$ cat src/rtl/fetch_realigner_if.sv
// IF-stage fetch port plus word-addressed ICACHE port of the fetch realigner.
// The realigner uses the slave modport; the fetch/cache environment uses master.
interface fetch_realigner_if;
  logic [31:0] pc;
  logic        stall;
  logic        redirect;
  logic        ready;
  logic        compressed;
  logic [31:0] inst;
  logic        ICACHE_stall;
  logic        ICACHE_ren;
  logic        ICACHE_wen;
  logic [29:0] ICACHE_addr;
  logic [31:0] ICACHE_rdata;
  logic [31:0] ICACHE_wdata;

  modport master (
    output pc, stall, redirect, ICACHE_stall, ICACHE_rdata,
    input  ready, compressed, inst, ICACHE_ren, ICACHE_wen, ICACHE_addr, ICACHE_wdata
  );

  modport slave (
    input  pc, stall, redirect, ICACHE_stall, ICACHE_rdata,
    output ready, compressed, inst, ICACHE_ren, ICACHE_wen, ICACHE_addr, ICACHE_wdata
  );
endinterface

$ cat src/rtl/fetch_realigner.sv
// Realigns halfword-aligned IF PCs onto word ICACHE reads through a one-word line buffer.
// REALIGN_RVC_EN enables RVC and straddling 32-bit fetches; otherwise pc[1] is ignored.
module fetch_realigner #(
  parameter logic [31:0] NOP_INST = 32'h00000013
) (
  input  logic clk,
  input  logic rst_n,
  fetch_realigner_if.slave bus
);
  localparam logic [1:0] S_LO    = 2'd0;
  localparam logic [1:0] S_HI    = 2'd1;
  localparam logic [1:0] S_RDY   = 2'd2;
  localparam logic [1:0] S_DRAIN = 2'd3;

  logic [1:0]  state, state_n;
  logic        buf_v;
  logic [29:0] buf_tag, buf_tag_n;
  logic [31:0] buf_data, buf_data_n;
  logic        buf_ld;
  logic [29:0] drain_addr;
  logic        drain_ld;

  logic [29:0] w0;
  logic        pc1, lo_hit, lo_fill, is_rvc, straddle;
  logic [31:0] lo_word;
  logic [15:0] half;
  logic        unused_pc0;

  assign unused_pc0 = bus.pc[0];
  assign w0         = bus.pc[31:2];
  assign lo_hit     = buf_v && (buf_tag == w0);
  assign lo_word    = lo_hit ? buf_data : bus.ICACHE_rdata;

`ifdef REALIGN_RVC_EN
  logic [29:0] w1;
  logic [31:0] hi_r;
  logic        hi_ld;
  assign w1       = w0 + 30'd1;
  assign pc1      = bus.pc[1];
  assign half     = pc1 ? lo_word[31:16] : lo_word[15:0];
  assign is_rvc   = (half[1:0] != 2'b11);
  assign straddle = pc1 && !is_rvc;
`else
  logic unused_pc1;
  assign unused_pc1 = bus.pc[1];
  assign pc1      = 1'b0;
  assign half     = lo_word[15:0];
  assign is_rvc   = 1'b0;
  assign straddle = 1'b0;
`endif

  assign bus.ICACHE_wen   = 1'b0;
  assign bus.ICACHE_wdata = 32'd0;

  always_comb begin
    state_n         = state;
    bus.ICACHE_ren  = 1'b0;
    bus.ICACHE_addr = w0;
    bus.ready       = 1'b0;
    bus.inst        = NOP_INST;
    bus.compressed  = 1'b0;
    lo_fill         = 1'b0;
    buf_ld          = 1'b0;
    buf_tag_n       = w0;
    buf_data_n      = bus.ICACHE_rdata;
    drain_ld        = 1'b0;
`ifdef REALIGN_RVC_EN
    hi_ld           = 1'b0;
`endif
    case (state)
      S_LO: begin
        bus.ICACHE_ren = !lo_hit;
        if (!lo_hit && !bus.ICACHE_stall) begin
          lo_fill = 1'b1;
          buf_ld  = 1'b1;
        end
        if (lo_hit || lo_fill) begin
          if (!straddle) begin
            bus.ready      = 1'b1;
            bus.inst       = (pc1 || is_rvc) ? {16'd0, half} : lo_word;
            bus.compressed = is_rvc;
          end else begin
            state_n = S_HI;
          end
        end
      end
`ifdef REALIGN_RVC_EN
      S_HI: begin
        bus.ICACHE_ren  = 1'b1;
        bus.ICACHE_addr = w1;
        if (!bus.ICACHE_stall) begin
          bus.ready = 1'b1;
          bus.inst  = {bus.ICACHE_rdata[15:0], buf_data[31:16]};
          if (!bus.stall) begin
            buf_ld    = 1'b1;
            buf_tag_n = w1;
            state_n   = S_LO;
          end else begin
            hi_ld   = 1'b1;
            state_n = S_RDY;
          end
        end
      end
      S_RDY: begin
        bus.ready = 1'b1;
        bus.inst  = {hi_r[15:0], buf_data[31:16]};
        if (!bus.stall) begin
          buf_ld     = 1'b1;
          buf_tag_n  = w1;
          buf_data_n = hi_r;
          state_n    = S_LO;
        end
      end
`endif
      S_DRAIN: begin
        bus.ICACHE_ren  = 1'b1;
        bus.ICACHE_addr = drain_addr;
        if (!bus.ICACHE_stall) state_n = S_LO;
      end
      default: state_n = S_LO;
    endcase

    // A redirect in S_DRAIN needs no action: the next tag compare uses the new pc.
    if (bus.redirect && state != S_DRAIN) begin
      bus.ready      = 1'b0;
      bus.inst       = NOP_INST;
      bus.compressed = 1'b0;
`ifdef REALIGN_RVC_EN
      hi_ld = 1'b0;
      if (state == S_RDY) buf_ld = 1'b0;
      if (state == S_HI && !bus.ICACHE_stall) begin
        buf_ld    = 1'b1;
        buf_tag_n = w1;
      end
`endif
      if (bus.ICACHE_ren && bus.ICACHE_stall) begin
        drain_ld = 1'b1;
        state_n  = S_DRAIN;
      end else begin
        state_n = S_LO;
      end
    end

    if (!rst_n) begin
      bus.ICACHE_ren = 1'b0;
      bus.ready      = 1'b0;
      bus.inst       = NOP_INST;
      bus.compressed = 1'b0;
    end
  end

  always_ff @(posedge clk) begin
    if (!rst_n) begin
      state      <= S_LO;
      buf_v      <= 1'b0;
      buf_tag    <= 30'd0;
      buf_data   <= 32'd0;
      drain_addr <= 30'd0;
    end else begin
      state <= state_n;
      if (buf_ld) begin
        buf_v    <= 1'b1;
        buf_tag  <= buf_tag_n;
        buf_data <= buf_data_n;
      end
      if (drain_ld) drain_addr <= bus.ICACHE_addr;
    end
  end

`ifdef REALIGN_RVC_EN
  always_ff @(posedge clk) begin
    if (!rst_n)     hi_r <= 32'd0;
    else if (hi_ld) hi_r <= bus.ICACHE_rdata;
  end
`endif
endmodule

$ cat src/flat_wrapper.sv
// flat-port wrapper written by rule: the top's interface ports become plain ports
module fetch_realigner_flat 
#(
  parameter logic [31:0] NOP_INST = 32'h00000013
)
  (clk, rst_n, bus_pc, bus_stall, bus_redirect, bus_ICACHE_stall, bus_ICACHE_rdata, bus_ready, bus_compressed, bus_inst, bus_ICACHE_ren, bus_ICACHE_wen, bus_ICACHE_addr, bus_ICACHE_wdata);
  fetch_realigner_if bus_i ();
  input  logic clk;
  input  logic rst_n;
  input wire logic [$bits(bus_i.pc)-1:0] bus_pc;
  input wire logic [$bits(bus_i.stall)-1:0] bus_stall;
  input wire logic [$bits(bus_i.redirect)-1:0] bus_redirect;
  input wire logic [$bits(bus_i.ICACHE_stall)-1:0] bus_ICACHE_stall;
  input wire logic [$bits(bus_i.ICACHE_rdata)-1:0] bus_ICACHE_rdata;
  output wire logic [$bits(bus_i.ready)-1:0] bus_ready;
  output wire logic [$bits(bus_i.compressed)-1:0] bus_compressed;
  output wire logic [$bits(bus_i.inst)-1:0] bus_inst;
  output wire logic [$bits(bus_i.ICACHE_ren)-1:0] bus_ICACHE_ren;
  output wire logic [$bits(bus_i.ICACHE_wen)-1:0] bus_ICACHE_wen;
  output wire logic [$bits(bus_i.ICACHE_addr)-1:0] bus_ICACHE_addr;
  output wire logic [$bits(bus_i.ICACHE_wdata)-1:0] bus_ICACHE_wdata;
  assign bus_i.pc = bus_pc;
  assign bus_i.stall = bus_stall;
  assign bus_i.redirect = bus_redirect;
  assign bus_i.ICACHE_stall = bus_ICACHE_stall;
  assign bus_i.ICACHE_rdata = bus_ICACHE_rdata;
  assign bus_ready = bus_i.ready;
  assign bus_compressed = bus_i.compressed;
  assign bus_inst = bus_i.inst;
  assign bus_ICACHE_ren = bus_i.ICACHE_ren;
  assign bus_ICACHE_wen = bus_i.ICACHE_wen;
  assign bus_ICACHE_addr = bus_i.ICACHE_addr;
  assign bus_ICACHE_wdata = bus_i.ICACHE_wdata;
  fetch_realigner #(.NOP_INST(NOP_INST)) u_core (.clk(clk), .rst_n(rst_n), .bus(bus_i));
endmodule
$ cat config.mk
export PLATFORM = sky130hd
export DESIGN_NAME = fetch_realigner_flat
export DESIGN_NICKNAME = d
export VERILOG_FILES = /design/src/rtl/fetch_realigner_if.sv /design/src/rtl/fetch_realigner.sv /design/src/flat_wrapper.sv
export SDC_FILE = /design/constraint.sdc
export NUM_CORES = 1
export LEC_CHECK = 0
export ABC_AREA = 1
export CAP_MARGIN = 20
export CORE_UTILIZATION = 51
export DETAILED_ROUTE_END_ITERATION = 12
export HOLD_SLACK_MARGIN = 0.15
export MAX_ROUTING_LAYER = met4
export PLACE_DENSITY_LB_ADDON = 0.08
export SLEW_MARGIN = 40
export SYNTH_ARGS = -nofsm -noshare
export SYNTH_HDL_FRONTEND = slang
export SYNTH_SLANG_ARGS = --single-unit
export TNS_END_PERCENT = 30
$ cat constraint.sdc
create_clock -name clk -period 4.2 [get_ports clk]
set_clock_uncertainty 0.2 [all_clocks]
set_input_delay 0.84 -clock clk [delete_from_list [all_inputs] [get_ports clk]]
set_output_delay 0.84 -clock clk [all_outputs]
set_load 0.05 [all_outputs]
* Word level (Yosys, flattened, before mapping)
Index checks and enable logic that the tools add are counted.
** Word-level totals
- Memory bits (read-only) :: 0
- Memories :: 0
- RAM bits :: 0
- Output and inout port bits :: 98
- Flip-flop bits (word level) :: 95
- Logic and storage cells :: 40
- Latch bits :: 0
** Cells by class
- Muxes and demuxes :: 21
- $mul :: 0
- Eq/ne operators :: 5
- $lt $le $gt $ge :: 0
- Div/mod/pow operators :: 0
- Bitwise gates (word level) :: 0
- Shifts and indexed selects :: 0
- Reduce and logical (&&, ||, !) cells :: 9
- $add $sub $neg :: 0
** Operator list (count)
- two-way mux 32 bit :: 5
- equality test 30 bit :: 1
- two-way mux 30 bit :: 1
- two-way mux 1 bit :: 10
- two-way mux 2 bit :: 3
- logical AND 1 bit :: 4
- case mux 2 bit (2 select lines) :: 1
- != test 3 x 2 -> 1 bit (second input constant) :: 1
- equality test 2 bit (second input constant) :: 1
- zero test 1 bit :: 2
- zero test 2 bit :: 1
- != test 2 x 1 -> 1 bit (second input constant) :: 1
- != test 2 bit (second input constant) :: 1
- case mux 1 bit (2 select lines) :: 1
- AND reduction 2 bit :: 1
- logical OR 1 bit :: 1

* Depth between registers and ports, before layout
Gate-level depths: netlist of the first run.
- Depth in word-level cells :: 11
- Gate-level depth with buffers :: 15

* Least setup slack after synthesis of the first run
OpenSTA, ideal clock, no wires.
- Path kind :: input -> output
- Start :: input bus_pc[29]
- End :: output bus_inst[10]
- Path buffers :: 2
- Cell stages on the path :: 13
- Slack :: 0.491 ns
- Arrival :: 2.669 ns
- Cells stage by stage :: inv_1 nand2_1 nand2_1 inv_1 nand2_1 nor2_1 nand2_1 nor2_2 nand2_2 buf_4 clkbuf_1 nand4_1 a21oi_1
** On the way
- Word-level cells in the longest chain between the ends :: 11
- Elaborated cells between the ends (all ways) :: 12
- Classes of those cells :: eq/ne: 1; mux: 7; reduce/logical: 4
** Ends and longest elaborated chain
- from (decl) :: line flat_wrapper.sv:10 : input wire logic [$bits(bus_i.pc)-1:0] bus_pc;
- equality test 30 bit (*) :: line fetch_realigner.sv:31 : assign lo_hit = buf_v && (buf_tag == w0);
- logical AND 1 bit (*) :: line fetch_realigner.sv:31
- zero test 1 bit :: line fetch_realigner.sv:73 : if (!lo_hit && !bus.ICACHE_stall) begin
- logical AND 1 bit :: line fetch_realigner.sv:73
- two-way mux 1 bit :: line fetch_realigner.sv:73
- two-way mux 1 bit :: line fetch_realigner.sv:70 : case (state)
- logical OR 1 bit :: line fetch_realigner.sv:77 : if (lo_hit || lo_fill) begin
- two-way mux 32 bit (*) :: line fetch_realigner.sv:77
- two-way mux 32 bit (*) :: line fetch_realigner.sv:70
- two-way mux 32 bit (*) :: line fetch_realigner.sv:124 : if (bus.redirect && state != S_DRAIN) begin
- two-way mux 32 bit (*) :: line fetch_realigner.sv:144 : if (!rst_n) begin
- to (decl) :: line flat_wrapper.sv:17 : output wire logic [$bits(bus_i.inst)-1:0] bus_inst;
Every way passes the cells marked *; elsewhere a longest branch is shown, timed or not. The select of a mux whose other input is x is not followed.

* Worst setup path in the final report of the first run
- Start :: input bus_pc[26]
- End :: output bus_inst[17]
Same word-level chain as after synthesis.

==> results of run 1 <==
-- worst max-delay path, stage by stage --
cell and delay [ps]:
clkdlybuf4s50_1 510, inv_1 70, nand2_1 70, nand2_1 50, nand2_1 90, nor2_1 60
nand2_1 130, nor2_4 70, nand2_4 170, buf_4 330, nand4_1 170, a21oi_1 280
buf_12 180
-- layer usage --
metal	up-vias	routed length, µm	global-route usage
li1	2703	-	-
met1	2522	6280	0.345
met2	190	6940	0.445
met3	17	975	0.0410
met4	0	250	0.0823
met5	-	0	-
-- cells in the final DEF, fill, tap and decap left out, drive strengths merged --
| cell | count |
|---|---|
| dfxtp | 94 |
| o22ai | 4 |
| conb | 34 |
| buf | 67 |
| clkinvlp | 2 |
| clkinv | 2 |
| clkdlybuf4s50 | 73 |
| clkbuf | 12 |
| nand4 | 93 |
| mux2i | 8 |
| inv | 94 |
| nand3 | 7 |
| xnor2 | 7 |
| nor2 | 14 |
| a21oi | 124 |
| o21ai | 22 |
| nand2 | 228 |
-- through the flow --
step | instance area [µm²] | TNS (ps) | utilization
final | 6840 | 0 | 0.694
after global routing | 6840 | -2.06 | 0.694
after CTS | 6800 | 0 | 0.690
after detailed placement | 6630 | 0 | 0.672
after global placement | 6620 | 0 | 0.671
after floorplan | 5370 | 0 | -
-- how the worst max path moves through the flow --
| stage | slack (ps) | to | depth (start not counted) | from |
|---|---|---|---|---|
| floorplan | 490 | bus_inst[10] | 13 | bus_pc[29] |
| global placement | 130 | bus_inst[22] | 15 | bus_pc[19] |
| detailed placement | 110 | u_core.buf_data[25] | 13 | bus_pc[26] |
| CTS | 80 | bus_inst[22] | 15 | bus_pc[27] |
| global route | -2 | bus_inst[18] | 13 | bus_pc[28] |
| finish | 150 | bus_inst[17] | 13 | bus_pc[26] |
-- flip-flops by register name, indices dropped and copies added (netlist names) --
register	count
u_core.buf_data	32
u_core.state	1
u_core.buf_tag	30
u_core.drain_addr	30
u_core.buf_v	1
-- layout make-up --
cell class / instances / area share
Clock buffer: 12 / 0.0212
Clock inverter: 4 / 0.00475
Inverter: 94 / 0.0516
Multi-Input combinational cell: 541 / 0.384
Sequential cell: 94 / 0.275
Tap cell: 133 / 0.0243
Timing Repair Buffer: 140 / 0.239
-- kinds of logic after synthesis --
family,after synthesis
and+or+nand+nor,342
buffers and inverters,188
AOI/OAI and AO/OA,150
DFF,94
muxes,8
xor gates and xnor gates,7
other,1
-- power groups by stage --
stage / clock [mW] / combinational, mW / sequential [mW]
floorplan: 0 / 0.448 / 0.985
global placement: 0 / 0.611 / 0.991
detailed placement: 0 / 0.621 / 0.994
CTS: 0.565 / 0.623 / 0.974
global route: 0.600 / 0.674 / 0.981
finish: 0.555 / 0.626 / 0.975
-- timing repair --
item	CTS	global route
gates resized for setup	0	10
hold buffers	0	0
setup buffers	0	0
setup endpoints to repair	0	27
==> impl_metrics.py, run 1 <==
metrics = {
    "min_path": {
        "hold_class": "reg2reg",
        "whs_endpoint": "u_core.drain_addr[26]",
        "hold_depth": 2,
        "hp-start": "u_core.drain_addr[26]",
    },
    "global_route": {
        "grt_overflow": 0,
        "grt_max_degree": 108,
        "antenna_found_initial": 0,
        "grt_pass1_vias": 4854,
        "track_usage": 0.271,
        "grt_pass1_wl_mm": 22.3,
    },
    "place": {
        "gp_congestion": 0.777,
        "place_ws_ps": 106,
        "hpwl_mm": 9.12,
        "port-buffer-count": 129,
        "dp_cells": 1002,
    },
    "route": {
        "routed_wirelength_mm": 14.4,
        "drt_iter0_drc": 318,
        "drc_errors": 0,
        "wl_per_cell_um": 14.2,
        "vias": 5432,
        "ant_nets": 0,
        "drtPass1Iterations": 5,
        "post_drt_via_cell_ratio": 5.34,
    },
    "sta": {
        "drv_slew": 0,
        "hold_viol": 0,
        "max_slew_margin": 0.444,
        "fin_crit_ps": 4050,
        "min_period_over_period": 0.964,
        "fmax_mhz": 247,
        "setup_viol": 0,
        "grt_setup_unrepaired": "true",
        "holdWs_ps": 262,
        "worstMarginPinSlew_ps": 833,
        "layout_setup_ws_ps": 153,
    },
    "floorplan": {
        "die_h_um": 103,
        "num_rows": 36,
        "ios": 167,
        "initial_core_util": 0.531,
        "core_um2": 9860,
        "dieArea_um2": 10700,
        "die_w_um": 103,
    },
    "yosys": {
        "synth_edf_count": 0,
        "synth.avg_cell_area_um2": 6.63,
        "synthMuxAreaShare": 0.0153,
        "netlist_area_um2": 5240,
        "synth_xor_area_frac": 0.0117,
        "synth_compound_area_frac": 0.144,
        "synth_cell_types": 23,
        "synth_top_area_share": 0.359,
        "synth-simple-area-share": 0.297,
        "synthTopCellsByCount": "nand2_1 (227), a21oi_1 (124), dfxtp_1 (94)",
        "synth.area.top_cells": "dfxtp_1 (36%), nand2_1 (16%), a21oi_1 (12%)",
        "synth_top_flop_cell": "dfxtp_1",
        "yosysTopAreaCell": "dfxtp_1",
        "synth_top_family_by_area": "simple AND/OR/NAND/NOR gates",
        "netlist_instances": 790,
        "ys_async_sr_fraction": 0,
        "ys_seq_area_frac": 0.359,
        "ys_warn_count": 0,
        "synth_seq_cells": 94,
        "synth_fa_ha_area_frac": 0,
        "synth.most_common_cell": "nand2_1",
    },
    "worst_setup_path": {
        "r2r-end": "u_core.buf_data[25]",
        "crit_path_end_kind": "primary output",
        "rrSetupSlack_ps": 1090,
        "critPathMaxFanout": 29,
        "crit_path_start_kind": "input pin",
        "crit_required_ps": 3160,
        "crit_type": "in2out",
        "crit-reg2reg-launch": "u_core.buf_tag[26]",
        "reg2regPathDepth": 12,
        "arrival_ps": 3010,
    },
    "power_and_ir_drop": {
        "power.leakage_nw": 2.89,
        "clock_power_share": 0.258,
        "p_int_mw": 1.39,
        "p_switching_mw": 0.766,
        "p_seq_frac": 0.452,
        "power.density_cell_area_nw_per_um2": 315,
        "p_comb_frac": 0.290,
        "ir_worst_vdd_mv": 0.196,
        "swShare": 0.355,
        "finalPower_mw": 2.16,
    },
    "finish": {
        "drive_gt1_frac": 0.120,
        "multi_input_area_um2": 2630,
        "regArea_um2": 1880,
        "stdcell_count": 1018,
        "num-fill-cells": 832,
        "synthToLayoutAreaGrowth_pct": 30.6,
        "fin_nets": 949,
        "diodes": 0,
    },
    "cts": {
        "clkLatencyLatePin_ps": 350,
        "h-tree-depth": 3,
        "cts_tree": "yes",
        "clock-root-buffer": "clkbuf_8",
        "cts_buffers": 9,
        "clockBufferDepth": 2,
        "cts_sinks": 94,
        "clk_pin_slew_ps": 100,
    },
    "run": {
        "drv_cap": 0,
    },
    "status": {
        "status": "complete, no violations",
    },
}
Note: power is estimated with default switching activity, not from simulation.
==> run 2, diff against run 1 <==
--- a/config.mk
+++ b/config.mk
@@ -8,6 +8,7 @@
 export ABC_AREA = 1
 export CAP_MARGIN = 20
 export CORE_UTILIZATION = 51
+export CTS_CLUSTER_DIAMETER = 60
 export DETAILED_ROUTE_END_ITERATION = 12
 export HOLD_SLACK_MARGIN = 0.15
 export MAX_ROUTING_LAYER = met4
==> results of run 2 <==
No change in the layout: final DEF, timing and power equal those of run 1.
==> run 3, diff against run 2 <==
--- a/config.mk
+++ b/config.mk
@@ -9,6 +9,7 @@
 export CAP_MARGIN = 20
 export CORE_UTILIZATION = 51
 export CTS_CLUSTER_DIAMETER = 60
+export CTS_CLUSTER_SIZE = 12
 export DETAILED_ROUTE_END_ITERATION = 12
 export HOLD_SLACK_MARGIN = 0.15
 export MAX_ROUTING_LAYER = met4
==> results of run 3 <==
No change in the layout: final DEF, timing and power equal those of run 1.
